File: src/rtl/rom_line_buf.sv
// Direct-mapped 32-bit line buffer in front of the SDRAM port for 16-bit ROM fetches.
// Hits answer one ce period after the start strobe; misses issue one word fill.
module rom_line_buf #(
  parameter int unsigned LINES = 16,
  parameter int unsigned AW    = 20
) (
  input  logic          clk_cpu,
  input  logic          reset,
  input  logic          ce,
  input  logic [AW-1:0] cpu_a,
  input  logic          cpu_cen,
  input  logic          cpu_bcystn,
  output logic [15:0]   cpu_do,
  output logic          cpu_readyn,
  output logic [AW-1:0] mem_a,
  output logic          mem_req,
  input  logic          mem_ack,
  input  logic [31:0]   mem_d,
  input  logic          flush,
  output logic [15:0]   hit_cnt,
  output logic [15:0]   miss_cnt
);

  localparam int unsigned IW = $clog2(LINES);
  localparam int unsigned TW = AW - IW - 2;

  typedef enum logic [1:0] {StIdle, StHit, StFill, StResp} state_e;

  state_e            state_q, state_d;
  logic [AW-1:1]     addr_q, addr_d;
  logic [31:0]       word_q, word_d;
  logic [15:0]       cpu_do_q, cpu_do_d;
  logic              mem_req_q, mem_req_d;
  logic [AW-1:0]     mem_a_q, mem_a_d;
  logic [15:0]       hit_cnt_q, hit_cnt_d;
  logic [15:0]       miss_cnt_q, miss_cnt_d;
  logic [LINES-1:0]  valid_q, valid_d;

  logic [31:0]       data_q [LINES];
  logic [TW-1:0]     tag_q  [LINES];

  logic [IW-1:0]     cpu_idx, fill_idx;
  logic [TW-1:0]     cpu_tag;
  logic              start, lookup_hit;
  logic              hit_inc, miss_inc, fill_we, respond;
  logic [15:0]       resp_half;

  // Byte lane bit is meaningless on a 16-bit port.
  logic              unused_a0;
  assign unused_a0 = cpu_a[0];

  assign cpu_idx    = cpu_a[IW+1:2];
  assign cpu_tag    = cpu_a[AW-1:IW+2];
  assign fill_idx   = addr_q[IW+1:2];
  assign start      = ce && !cpu_bcystn && !cpu_cen && (state_q == StIdle);
  assign lookup_hit = valid_q[cpu_idx] && (tag_q[cpu_idx] == cpu_tag);
  assign resp_half  = addr_q[1] ? word_q[31:16] : word_q[15:0];

  always_comb begin
    state_d   = state_q;
    addr_d    = addr_q;
    word_d    = word_q;
    mem_req_d = mem_req_q;
    mem_a_d   = mem_a_q;
    hit_inc   = 1'b0;
    miss_inc  = 1'b0;
    fill_we   = 1'b0;
    respond   = 1'b0;
    unique case (state_q)
      StIdle: begin
        if (start) begin
          addr_d = cpu_a[AW-1:1];
          if (lookup_hit) begin
            state_d = StHit;
            word_d  = data_q[cpu_idx];
            hit_inc = 1'b1;
          end else begin
            state_d   = StFill;
            mem_req_d = 1'b1;
            mem_a_d   = {cpu_a[AW-1:2], 2'b00};
            miss_inc  = 1'b1;
          end
        end
      end
      StHit: begin
        if (ce) begin
          respond = 1'b1;
          state_d = StIdle;
        end
      end
      StFill: begin
        // mem_ack is a single clk_cpu pulse and need not line up with ce.
        if (mem_ack) begin
          fill_we   = 1'b1;
          word_d    = mem_d;
          mem_req_d = 1'b0;
          state_d   = StResp;
        end
      end
      StResp: begin
        if (ce) begin
          respond = 1'b1;
          state_d = StIdle;
        end
      end
      default: state_d = StIdle;
    endcase
  end

  always_comb begin
    valid_d = valid_q;
    if (fill_we) begin
      valid_d[fill_idx] = 1'b1;
    end
    // A flush overrides a fill landing on the same cycle.
    if (flush) begin
      valid_d = '0;
    end
  end

  always_comb begin
    hit_cnt_d  = hit_cnt_q;
    miss_cnt_d = miss_cnt_q;
    if (hit_inc && (hit_cnt_q != 16'hFFFF)) begin
      hit_cnt_d = hit_cnt_q + 16'd1;
    end
    if (miss_inc && (miss_cnt_q != 16'hFFFF)) begin
      miss_cnt_d = miss_cnt_q + 16'd1;
    end
  end

  always_comb begin
    cpu_do_d   = cpu_do_q;
    cpu_readyn = 1'b1;
    if (respond) begin
      cpu_do_d   = resp_half;
      cpu_readyn = 1'b0;
    end
  end

  assign cpu_do   = cpu_do_d;
  assign mem_req  = mem_req_q;
  assign mem_a    = mem_a_q;
  assign hit_cnt  = hit_cnt_q;
  assign miss_cnt = miss_cnt_q;

  always_ff @(posedge clk_cpu) begin
    if (reset) begin
      state_q    <= StIdle;
      addr_q     <= '0;
      word_q     <= '0;
      cpu_do_q   <= '0;
      mem_req_q  <= 1'b0;
      mem_a_q    <= '0;
      hit_cnt_q  <= '0;
      miss_cnt_q <= '0;
      valid_q    <= '0;
    end else begin
      state_q    <= state_d;
      addr_q     <= addr_d;
      word_q     <= word_d;
      cpu_do_q   <= cpu_do_d;
      mem_req_q  <= mem_req_d;
      mem_a_q    <= mem_a_d;
      hit_cnt_q  <= hit_cnt_d;
      miss_cnt_q <= miss_cnt_d;
      valid_q    <= valid_d;
    end
  end

  // Storage needs no reset; the valid vector guards it.
  always_ff @(posedge clk_cpu) begin
    if (fill_we && !reset) begin
      data_q[fill_idx] <= mem_d;
      tag_q[fill_idx]  <= addr_q[AW-1:IW+2];
    end
  end

endmodule

File: config.mk
export PLATFORM = sky130hd
export DESIGN_NAME = rom_line_buf
export DESIGN_NICKNAME = d
export VERILOG_FILES = /design/src/rtl/rom_line_buf.sv
export SDC_FILE = /design/constraint.sdc
export NUM_CORES = 1
export LEC_CHECK = 0
export BUFFER_PORTS_ARGS = -buffer_cell sky130_fd_sc_hd__clkbuf_2
export CAP_MARGIN = 20
export CORE_MARGIN = 4
export CORE_UTILIZATION = 40
export DETAILED_ROUTE_END_ITERATION = 10
export HOLD_SLACK_MARGIN = 0.06
export PLACE_DENSITY = 0.54
export REMOVE_ABC_BUFFERS = 1
export SETUP_SLACK_MARGIN = 0.4
export SYNTH_ARGS = -nofsm -noshare
export SYNTH_HDL_FRONTEND = slang
export SYNTH_SLANG_ARGS = --single-unit
File: constraint.sdc
create_clock -name clk_cpu -period 5.25 [get_ports clk_cpu]
set_clock_uncertainty 0.15 [all_clocks]
set_input_delay 0.525 -clock clk_cpu [delete_from_list [all_inputs] [get_ports clk_cpu]]
set_output_delay 0.525 -clock clk_cpu [all_outputs]
set_load 0.005 [all_outputs]
==> impl_metrics.json <==
{
  "die_h_um": 300.4,
  "crit_path_cell_trace": "nand2_1 > buf_4 > o21ai_0 > clkbuf_2",
  "fmax_mhz": 255.3,
  "met2_usage": 0.3114,
  "hp-start": "ce",
  "start_util": 0.4060,
  "grtUsageTotal": 0.1934,
  "ant_nets": 0,
  "synth_compound_gate_area_share": 0.03443,
  "synth_seq_area_share": 0.7260,
  "yosysTopAreaCell": "edfxtp_1",
  "status": "finished clean",
  "ir_drop_mv": 0.2565,
  "synth.area.top_cells": "edfxtp_1 (65%), mux4_2 (14%), dfxtp_1 (8.0%), mux2i_1 (1.3%), nor3_1 (1.1%)",
  "end_kind": "output port",
  "worst_hold_path_type": "input pin to register",
  "dr.pass1.iters": 7,
  "synthSimpleGateAreaFrac": 0.05866,
  "power_density_nw_per_um2": 370.9,
  "hold_ws_ps": 114.3,
  "chipWidth_um": 300.4,
  "setup_viol": 0,
  "io_buffer_count": 125,
  "drv_slew": 0,
  "hold_depth": 3,
  "core_area_sq_um": 84220,
  "synth-edff-count": 736,
  "path_clk_slew_ps": 50,
  "clk_path_buf_depth": 3,
  "synthAdderAreaFrac": 0.0007319,
  "met1_usage": 0.2769,
  "grt_max_degree": 80,
  "yosysWarnings": 0,
  "worst_ep_required_time_ps": 4580,
  "muxShareOfSynthArea": 0.1607,
  "path_class": "register to output port",
  "synth-xor-area-share": 0.002818,
  "synth_seq_cells": 872,
  "rrSetupSlack_ps": 1540,
  "p_leak_uw": 0.01239,
  "cts_htree_levels": 3,
  "worstSkewPairLatency_ps": 640,
  "clock-root-buffer": "clkbuf_16",
  "hold_violations": 0,
  "area_growth_pct": 15.93,
  "grt_most_used_layer": "met2",
  "cp_slowest_cell": "o21ai_0",
  "postSynthCellCount": 1867,
  "grt_pass1_vias": 18744,
  "rr_endpoint": "hit_cnt[4]$_SDFFE_PP0P_",
  "yosysMostFrequentCell": "edfxtp_1",
  "wl_um": 87040,
  "ys_types": 52,
  "vias": 18488,
  "pre_cts_ws_ps": 811.2,
  "layout.nets": 2092,
  "r2r_cells": 8,
  "hpwl_um": 45400,
  "wire_per_inst_um": 26.81,
  "relSlewSlack": 0.3563,
  "ys.flop_type": "edfxtp_1",
  "synth_top_family_by_area": "multiplexers",
  "cts_buffers": 93,
  "grtUsageMet3": 0.03415,
  "grt_pass1_wl_um": 128000,
  "syn_area_sq_um": 34190,
  "syn_area_per_cell_sq_um": 18.31,
  "cp_max_fo": 19,
  "synth_common_cells": "edfxtp_1 (736), mux4_2 (214), dfxtp_1 (136)",
  "async_flop_share": 0,
  "ios": 129,
  "cts.repair.resized": 0,
  "drc_errors": 0,
  "fin_crit_sh": 0.7461,
  "r2r-start": "tag_q[9][10]$_DFFE_PP_",
  "rows": 106,
  "clock_sinks": 872,
  "drive_gt1_frac": 0.2705,
  "die_area_sq_um": 90220,
  "grt.overflow.total": 0,
  "grt_setup_unrepaired": "no",
  "utilization": 0.4707,
  "fin_crit_ps": 3917,
  "gp_congestion": 0.7443,
  "critPathTopFamily": "compound AO/OA/AOI/OAI gates",
  "drt_iter0_markers": 1798,
  "cp_slowest_stage_delay_ps": 790,
  "critPathLaunchType": "register",
  "tns_ps": 0,
  "setup_ws_ps": 1333,
  "antenna_found_initial": 2,
  "min_to": "state_q[1]$_SDFFE_PP0P_",
  "vias_per_cell": 5.696,
  "tightest_slew_ps": 955.4,
  "cp_data_arrival_time_ps": 3240,
  "critical_path_buf_inv_count": 2,
  "cts_tree": "built",
  "cap_violations": 0,
  "synth_top_area_share": 0.6464
}
stage by stage:
step	cells	area, sq um	total power [uW]
after floorplan	1742	33650	7977
after global placement	3056	36420	8288
after detailed placement	3056	36420	8301
after CTS	3245	39640	14870
after global routing	3245	39640	15230
final	3246	39640	14700
cell usage in the layout, fill, tap and decap left out, drive strengths merged, types with 7 or more instances in the layout:
master         n
nand2         74
a22oi         12
dfxtp        136
o21ai         38
nor2          55
buf           59
xor2           7
mux2i         46
mux2          12
clkinv        44
inv            7
o31ai         15
nor2b         38
a221oi        32
or3            8
edfxtp       736
and3          14
nand3         36
nor3          75
and2          39
or4           16
clkbuf       236
bufinv        10
a21oi         74
nand4          9
dlygate4sd3   14
mux4         217
layout make-up:
type                    count  area [sq um]
fillers                  7075         44580
flip-flops and latches    872         24830
multi-input cells         865          8946
clock buffers             115          2471
well taps                1134          1419
repair buffers            194          1350
clock inverters            60         606.8
inverters                   5         18.77
diodes                      1         2.502
registers in the layout (all words and copies together) (netlist names):
name / cells
mem_req: 1
hit_cnt: 16
data_q: 512
cpu_do_q: 16
tag_q: 224
addr_q: 19
mem_a: 18
state_q: 2
word_q: 32
valid_q: 16
miss_cnt: 16
where the power goes:
group          total (uW)  internal [uW]  switching (uW)  leakage, uW
logic                 610            261             349      0.00343
registers            7550           7510            33.0      0.00746
clock network        6550           3850            2700      0.00150
kinds of logic (layout without fill, tap and decap cells):
| family | after synthesis | in the layout |
|---|---|---|
| and+or+nand+nor | 387 | 387 |
| DFF | 872 | 872 |
| other | 1 | 3 |
| buffers and inverters | 131 | 374 |
| AOI/OAI and AO/OA | 188 | 188 |
| adders and majority gates | 2 | 2 |
| xor gates and xnor gates | 11 | 11 |
| muxes | 275 | 275 |
repair_timing:
item / CTS / global route
setup endpoints to repair: 0 / 0
setup buffers: 0 / 0
hold buffers: 14 / 0
hold endpoints to repair: 27 / 0
routing by layer:
layer  up-vias  wire length, um
li1       7916                -
met1      9817            37740
met2       633            41760
met3       120             5750
met4         2             1780
met5         -               13
worst register-to-register path, delay by kind of cell, from the launching register on:
kind | cells | cell delay (ps)
simple gates | 2 | 1360
xor+xnor | 1 | 190
compound gates | 3 | 810
flops | 1 | 370
mux | 2 | 750
worst max-delay path by stage:
stage / startpoint / to / slack (ps) / cells after the start
2_1_floorplan: cpu_a[5] / miss_cnt[15]$_SDFFE_PP0P_ / -1150 / 8
3_3_place_gp: cpu_a[2] / hit_cnt[4]$_SDFFE_PP0P_ / 800 / 8
3_5_place_dp: cpu_a[2] / hit_cnt[3]$_SDFFE_PP0P_ / 810 / 8
4_1_cts: state_q[0]$_SDFFE_PP0P_ / cpu_do[4] / 1420 / 4
5_1_grt: state_q[0]$_SDFFE_PP0P_ / cpu_do[4] / 1180 / 4
6_report: state_q[0]$_SDFFE_PP0P_ / cpu_do[9] / 1330 / 4
No activity file was read; power rests on OpenSTA's default activity.
